<file path="src/rtl/uart_rx_param.sv">
// ============================================================================
// uart_rx_param
// ----------------------------------------------------------------------------
// Parametrised UART receiver. Deserialises one asynchronous serial line into
// DATA_BITS-wide words using an external oversampling tick, with input
// synchronisation, false-start rejection, framing/break detection and an
// optional parity check.
//
// Build option:
//   UART_RX_PARITY_EN  - when defined, one parity bit is expected between the
//                        data bits and the stop bit(s); parity_err and the
//                        parity term of break_det become live. When undefined
//                        the frame is start + DATA_BITS + STOP_BITS and
//                        parity_err stays 0.
//
// Parameters:
//   DATA_BITS  (5..9)         payload bits per frame
//   OVERSAMPLE (even, 8..32)  b_tick pulses per bit period
//   STOP_BITS  (1 or 2)       stop bits checked
//   PARITY_ODD (0/1)          0 = even parity, 1 = odd parity
//
// Ports:
//   clk        in   system clock
//   rst        in   asynchronous, active-high reset
//   rx         in   serial input, asynchronous to clk, idle high
//   b_tick     in   oversample tick, one clk wide, OVERSAMPLE per bit
//   rx_data    out  last received word, LSB = first bit on the line
//   rx_valid   out  one-cycle strobe when rx_data and the flags update
//   frame_err  out  a checked stop bit was sampled low in the last frame
//   parity_err out  parity mismatch in the last frame
//   break_det  out  last frame was all-zero data/parity with a low stop bit
//   dbg_state  out  current FSM state (IDLE=0, START=1, DATA=2, PARITY=3,
//                   STOP=4)
//
// Handshake: rx_valid is a pure strobe with no ready/backpressure. The
// consumer must take rx_data and the flags in the cycle rx_valid is high;
// afterwards they hold until the next frame commits.
// ============================================================================
module uart_rx_param #(
    parameter int DATA_BITS  = 8,
    parameter int OVERSAMPLE = 16,
    parameter int STOP_BITS  = 1,
    parameter int PARITY_ODD = 0
) (
    input  logic                 clk,
    input  logic                 rst,
    input  logic                 rx,
    input  logic                 b_tick,
    output logic [DATA_BITS-1:0] rx_data,
    output logic                 rx_valid,
    output logic                 frame_err,
    output logic                 parity_err,
    output logic                 break_det,
    output logic [2:0]           dbg_state
);

    localparam int CW = $clog2(OVERSAMPLE);
    localparam int BW = $clog2(DATA_BITS);

    localparam logic [CW-1:0] TICK_MID  = CW'(OVERSAMPLE / 2 - 1);
    localparam logic [CW-1:0] TICK_LAST = CW'(OVERSAMPLE - 1);
    localparam logic [BW-1:0] DATA_LAST = BW'(DATA_BITS - 1);
    localparam logic [BW-1:0] STOP_LAST = BW'(STOP_BITS - 1);
    localparam logic          PO_BIT    = (PARITY_ODD != 0);

    typedef enum logic [2:0] {
        S_IDLE   = 3'd0,
        S_START  = 3'd1,
        S_DATA   = 3'd2,
`ifdef UART_RX_PARITY_EN
        S_PARITY = 3'd3,
`endif
        S_STOP   = 3'd4
    } state_t;

    state_t                 r_state;
    logic                   r_sync1;
    logic                   r_sync2;
    logic [CW-1:0]          r_tick_cnt;
    logic [BW-1:0]          r_bit_cnt;
    logic [DATA_BITS-1:0]   r_shift;
    logic                   r_ferr;
    logic [DATA_BITS-1:0]   r_data;
    logic                   r_valid;
    logic                   r_frame_err;
    logic                   r_break;

    logic                   w_rxs;
    logic                   w_ferr_final;
    logic                   w_par_zero;

    // Two-flop synchroniser; resets to the idle (high) line level so that
    // leaving reset never looks like a start edge.
    always_ff @(posedge clk or posedge rst) begin
        if (rst) begin
            r_sync1 <= 1'b1;
            r_sync2 <= 1'b1;
        end else begin
            r_sync1 <= rx;
            r_sync2 <= r_sync1;
        end
    end

    assign w_rxs = r_sync2;

    // Framing error as it stands after folding in the current stop sample.
    assign w_ferr_final = r_ferr | ~w_rxs;

`ifdef UART_RX_PARITY_EN
    logic r_par_bit;
    logic r_parity_err;
    logic w_perr;

    // Total ones across data and parity must match the selected sense.
    assign w_perr     = ((^r_shift) ^ r_par_bit) != PO_BIT;
    assign w_par_zero = ~r_par_bit;
    assign parity_err = r_parity_err;
`else
    // PARITY_ODD has no meaning without a parity bit; the flag stays low.
    assign w_par_zero = 1'b1;
    assign parity_err = PO_BIT & 1'b0;
`endif

    always_ff @(posedge clk or posedge rst) begin
        if (rst) begin
            r_state      <= S_IDLE;
            r_tick_cnt   <= '0;
            r_bit_cnt    <= '0;
            r_shift      <= '0;
            r_ferr       <= 1'b0;
            r_data       <= '0;
            r_valid      <= 1'b0;
            r_frame_err  <= 1'b0;
            r_break      <= 1'b0;
`ifdef UART_RX_PARITY_EN
            r_par_bit    <= 1'b0;
            r_parity_err <= 1'b0;
`endif
        end else begin
            r_valid <= 1'b0;
            case (r_state)
                // No b_tick needed here: a low line alone starts a frame, and a
                // tick coinciding with START entry is deliberately not counted.
                S_IDLE: begin
                    if (!w_rxs) begin
                        r_tick_cnt <= '0;
                        r_bit_cnt  <= '0;
                        r_ferr     <= 1'b0;
                        r_state    <= S_START;
                    end
                end

                S_START: begin
                    if (b_tick) begin
                        if (r_tick_cnt == TICK_MID) begin
                            r_tick_cnt <= '0;
                            // Line back high at mid start bit: glitch, drop it.
                            r_state    <= w_rxs ? S_IDLE : S_DATA;
                        end else begin
                            r_tick_cnt <= r_tick_cnt + CW'(1);
                        end
                    end
                end

                S_DATA: begin
                    if (b_tick) begin
                        if (r_tick_cnt == TICK_LAST) begin
                            r_tick_cnt <= '0;
                            r_shift    <= {w_rxs, r_shift[DATA_BITS-1:1]};
                            if (r_bit_cnt == DATA_LAST) begin
                                r_bit_cnt <= '0;
`ifdef UART_RX_PARITY_EN
                                r_state   <= S_PARITY;
`else
                                r_state   <= S_STOP;
`endif
                            end else begin
                                r_bit_cnt <= r_bit_cnt + BW'(1);
                            end
                        end else begin
                            r_tick_cnt <= r_tick_cnt + CW'(1);
                        end
                    end
                end

`ifdef UART_RX_PARITY_EN
                S_PARITY: begin
                    if (b_tick) begin
                        if (r_tick_cnt == TICK_LAST) begin
                            r_tick_cnt <= '0;
                            r_par_bit  <= w_rxs;
                            r_state    <= S_STOP;
                        end else begin
                            r_tick_cnt <= r_tick_cnt + CW'(1);
                        end
                    end
                end
`endif

                // The bit counter is reused to count stop bits. The last stop
                // sample commits the frame and drops straight to IDLE, which
                // is mid stop bit, so a following start edge is never missed.
                S_STOP: begin
                    if (b_tick) begin
                        if (r_tick_cnt == TICK_LAST) begin
                            r_tick_cnt <= '0;
                            if (r_bit_cnt == STOP_LAST) begin
                                r_bit_cnt    <= '0;
                                r_state      <= S_IDLE;
                                r_valid      <= 1'b1;
                                r_data       <= r_shift;
                                r_frame_err  <= w_ferr_final;
                                r_break      <= w_ferr_final & (r_shift == '0) & w_par_zero;
`ifdef UART_RX_PARITY_EN
                                r_parity_err <= w_perr;
`endif
                            end else begin
                                r_ferr    <= w_ferr_final;
                                r_bit_cnt <= r_bit_cnt + BW'(1);
                            end
                        end else begin
                            r_tick_cnt <= r_tick_cnt + CW'(1);
                        end
                    end
                end

                default: r_state <= S_IDLE;
            endcase
        end
    end

    assign rx_data   = r_data;
    assign rx_valid  = r_valid;
    assign frame_err = r_frame_err;
    assign break_det = r_break;
    assign dbg_state = r_state;

endmodule

</file>
<file path="config.mk">
export PLATFORM = sky130hd
export DESIGN_NAME = uart_rx_param
export DESIGN_NICKNAME = d
export VERILOG_FILES = /design/src/rtl/uart_rx_param.sv
export SDC_FILE = /design/constraint.sdc
export NUM_CORES = 1
export LEC_CHECK = 0
export ABC_AREA = 1
export CAP_MARGIN = 10
export CELL_PAD_IN_SITES_DETAIL_PLACEMENT = 1
export CELL_PAD_IN_SITES_GLOBAL_PLACEMENT = 2
export CORE_UTILIZATION = 33
export CTS_CLUSTER_SIZE = 20
export DETAILED_ROUTE_END_ITERATION = 16
export HOLD_SLACK_MARGIN = 0.1
export MAX_ROUTING_LAYER = met4
export PLACE_DENSITY_LB_ADDON = 0.25
export SLEW_MARGIN = 10
export SYNTH_ARGS = -nofsm -noshare
export SYNTH_HDL_FRONTEND = slang
export SYNTH_SLANG_ARGS = --single-unit
</file>
<file path="constraint.sdc">
create_clock -name clk -period 1.5 [get_ports clk]
set_input_delay 0.225 -clock clk [delete_from_list [all_inputs] [get_ports clk]]
set_output_delay 0.225 -clock clk [all_outputs]
set_load 0.03 [all_outputs]
</file>
==> run_results.csv <==
group,metric,value,unit
routing,drt_iter0_drc,67,
routing,routedWlPerCell,13.8,um
routing,via_per_inst,4.61,
sta,fin_skew,0.00236,ns
final_layout,final_layout_size_suffix_gt1_share,30.9,%
synth,synth_top_cell_by_area,"dfrtp_1",
final_layout,mostFrequentLayoutCells,"nand2_1 (34), dfrtp_1 (27), o21ai_1 (21)",
clock_network,clk_pin_slew,0.07,ns
die,rows,25,
die,io_pins,19,
die,coreArea,4720,um^2
final_layout,insertedDiodeCount,0,
sta,setup_viol,0,
final_layout,nets,224,
synth,yosysWarnings,0,
sta,finalCritPeriodShare,99.3,%
final_layout,final_common_cell,"nand2_1",
routing,wl,3.92,mm
synth,synth_nets,195,
die,die_area,5170,um^2
synth,yosys-top-cells-area,"dfrtp_1 (47%), nand2_1 (10%), o21ai_1 (7.4%), inv_1 (4.4%), nand4_1 (3.5%)",
clock_network,clk_path_buf_depth,2,
final_layout,areaGrowthSynthToFinish,31.9,%
worst_setup_path,ff2ff_path_depth,9,
die,die-height,71.9,um
worst_hold_path,worstHoldPathType,"input port to async pin",
power_and_ir_drop,powerDensity,1490,nW/um^2
synth,syn-instance-count,187,
clock_network,insertion_delay,0.28,ns
worst_setup_path,critical_path_required,1.67,ns
place,numPortBuffers,17,
sta,fmax,672,MHz
sta,period_minus_slack,1.49,ns
flow_run,maxCapViolCount,0,
sta,drv_slew,0,
die,die_x,71.9,um
place,hpwl,2.71,mm
worst_setup_path,crit_type,"flop to flop",
synth,synth.distinct_cells,24,
routing,antenna_left,0,
routing,vias,1309,
grt,grt_remaining_overflow,0,
die,start_util,34.2,%
synth,ys_ff_latch,32,
synth,synth_seq_area_share,49.8,%
sta,whs,0.247,ns
place,gp_congestion,0.875,
power_and_ir_drop,p_leak,1.09,nW
clock_network,numCtsBuffers,5,
sta,finalSetupTns,0,ns
clock_network,cts_root_buffer,"clkbuf_8",
grt,antenna_found_initial,0,
power_and_ir_drop,peakVddDrop,0.000841,V
clock_network,cts_tree,"done",
sta,rsz0062_at_grt,"yes",
grt,first_global_vias,1364,
run_status,status,"finished clean",
clock_network,cts_hold_buf,0,
grt,track_usage,16.6,%
final_layout,fillerInstances,551,
routing,route.detailed.drc,0,
synth,yosysTopAreaCellShare,46.5,%
synth,avgSynthCellArea,8.63,um^2
worst_setup_path,worstPathArrival,1.66,ns
worst_setup_path,cp_max_fo,10,
clock_network,cts_sinks,32,
grt,grt_start_max_net_pins,25,
routing,drt_pass1_iterations,4,
worst_setup_path,worst_setup_path_end_kind,"flop",
grt,grt_pass1_wl,6.38,mm
synth,synthesis.area,1610,um^2
clock_network,h-tree-depth,2,
sta,hold_viol,0,
worst_setup_path,crit_path_start_kind,"flop",
==> metrics by stage <==
stage          area [um^2]  utilization, %  total power, mW  setup WS, ns  std cells
4_1_cts               1980            41.8             3.10      0.000216        277
3_3_place_gp          1870            39.7             2.23       -0.0273        269
6_report              2130            45.1             3.17        0.0109        284
3_5_place_dp          1870            39.7             2.29       -0.0876        269
2_1_floorplan         1610               -             2.00        0.0829        187
5_1_grt               2130            45.1             3.40        -0.100        284
==> logic make-up (layout without fill, tap and decap cells) <==
kind of cell               after synthesis  count (layout)  synth area share, %
xor gates and xnor gates                 1               1                0.543
DFF                                     32              32                 49.8
AOI/OAI and AO/OA                       33              33                 11.6
adders and majority gates                4               4                 3.10
other                                    1               1                0.232
and+or+nand+nor                         84              84                 26.0
buffers and inverters                   32              62                 8.76
==> layout make-up <==
class | count | area [um^2] | share of cell area [%]
inverters | 27 | 101 | 4.76
clock buffers | 6 | 72.6 | 3.41
well taps | 67 | 83.8 | 3.94
clock inverters | 2 | 35.0 | 1.65
repair buffers | 27 | 290 | 13.6
flip-flops and latches | 32 | 807 | 37.9
multi-input cells | 123 | 738 | 34.7
==> synthesized netlist by cell type (all sizes together) <==
cell and count:
a21oi 1, buf 5, conb 1, dfrtp 30
dfstp 2, ha 4, inv 27, nand2 52
nand3 8, nand3b 1, nand4 9, nor2 14
o21ai 32, xnor2 1
==> worst paths after layout <==
path                                            from  slack, ns                         to
max                        r_tick_cnt[0]$_DFFE_PP0P_       0.01     rx_data[5]$_DFFE_PP0P_
min                                              rst       0.25   dbg_state[0]$_DFFE_PP0P_
max reg2reg                r_tick_cnt[0]$_DFFE_PP0P_       0.01     rx_data[5]$_DFFE_PP0P_
min reg2reg                        r_sync1$_DFF_PP1_       0.35          r_sync2$_DFF_PP1_
max in group asynchronous                        rst       0.78  r_tick_cnt[1]$_DFFE_PP0P_
min in group clk                   r_sync1$_DFF_PP1_       0.35          r_sync2$_DFF_PP1_
==> registers in the layout, summed over array words and instances (netlist names) <==
name and count:
rx_data 8, r_ferr 1, r_shift 8, r_sync1 1, rx_valid 1, r_sync2 1, r_bit_cnt 3, break_det 1
dbg_state 3, r_tick_cnt 4, frame_err 1
==> worst max-delay path, stage by stage, from the launching register on <==
cell	delay (ns)
dfrtp_1	0.38
ha_2	0.20
nand2_2	0.07
inv_2	0.08
nand2_4	0.07
nor2_4	0.15
nand3_4	0.13
clkbuf_16	0.19
nand2_1	0.05
o21ai_1	0.05
==> power breakdown <==
part | switching (mW) | internal [mW] | total, mW | leakage [nW]
sequential | 0.137 | 0.956 | 1.09 | 0.432
combinational | 0.832 | 0.434 | 1.27 | 0.602
clock | 0.316 | 0.493 | 0.809 | 0.0552
total | 1.29 | 1.88 | 3.17 | 1.09
==> per-layer routing <==
metal	track usage (%)	part of all wire, %
met1	18.4	42
met2	29.5	55
met3	3.75	2.6
met4	5.88	0.61
met5	-	0
==> timing repair <==
| action | in CTS | in global routing |
|---|---|---|
| pin swaps | 0 | 2 |
| buffers inserted | 0 | 5 |
| cloned | 0 | 2 |
| resized for setup | 14 | 23 |
| endpoints found under the setup margin | 13 | 24 |
Power figures use the tool's default switching activity.
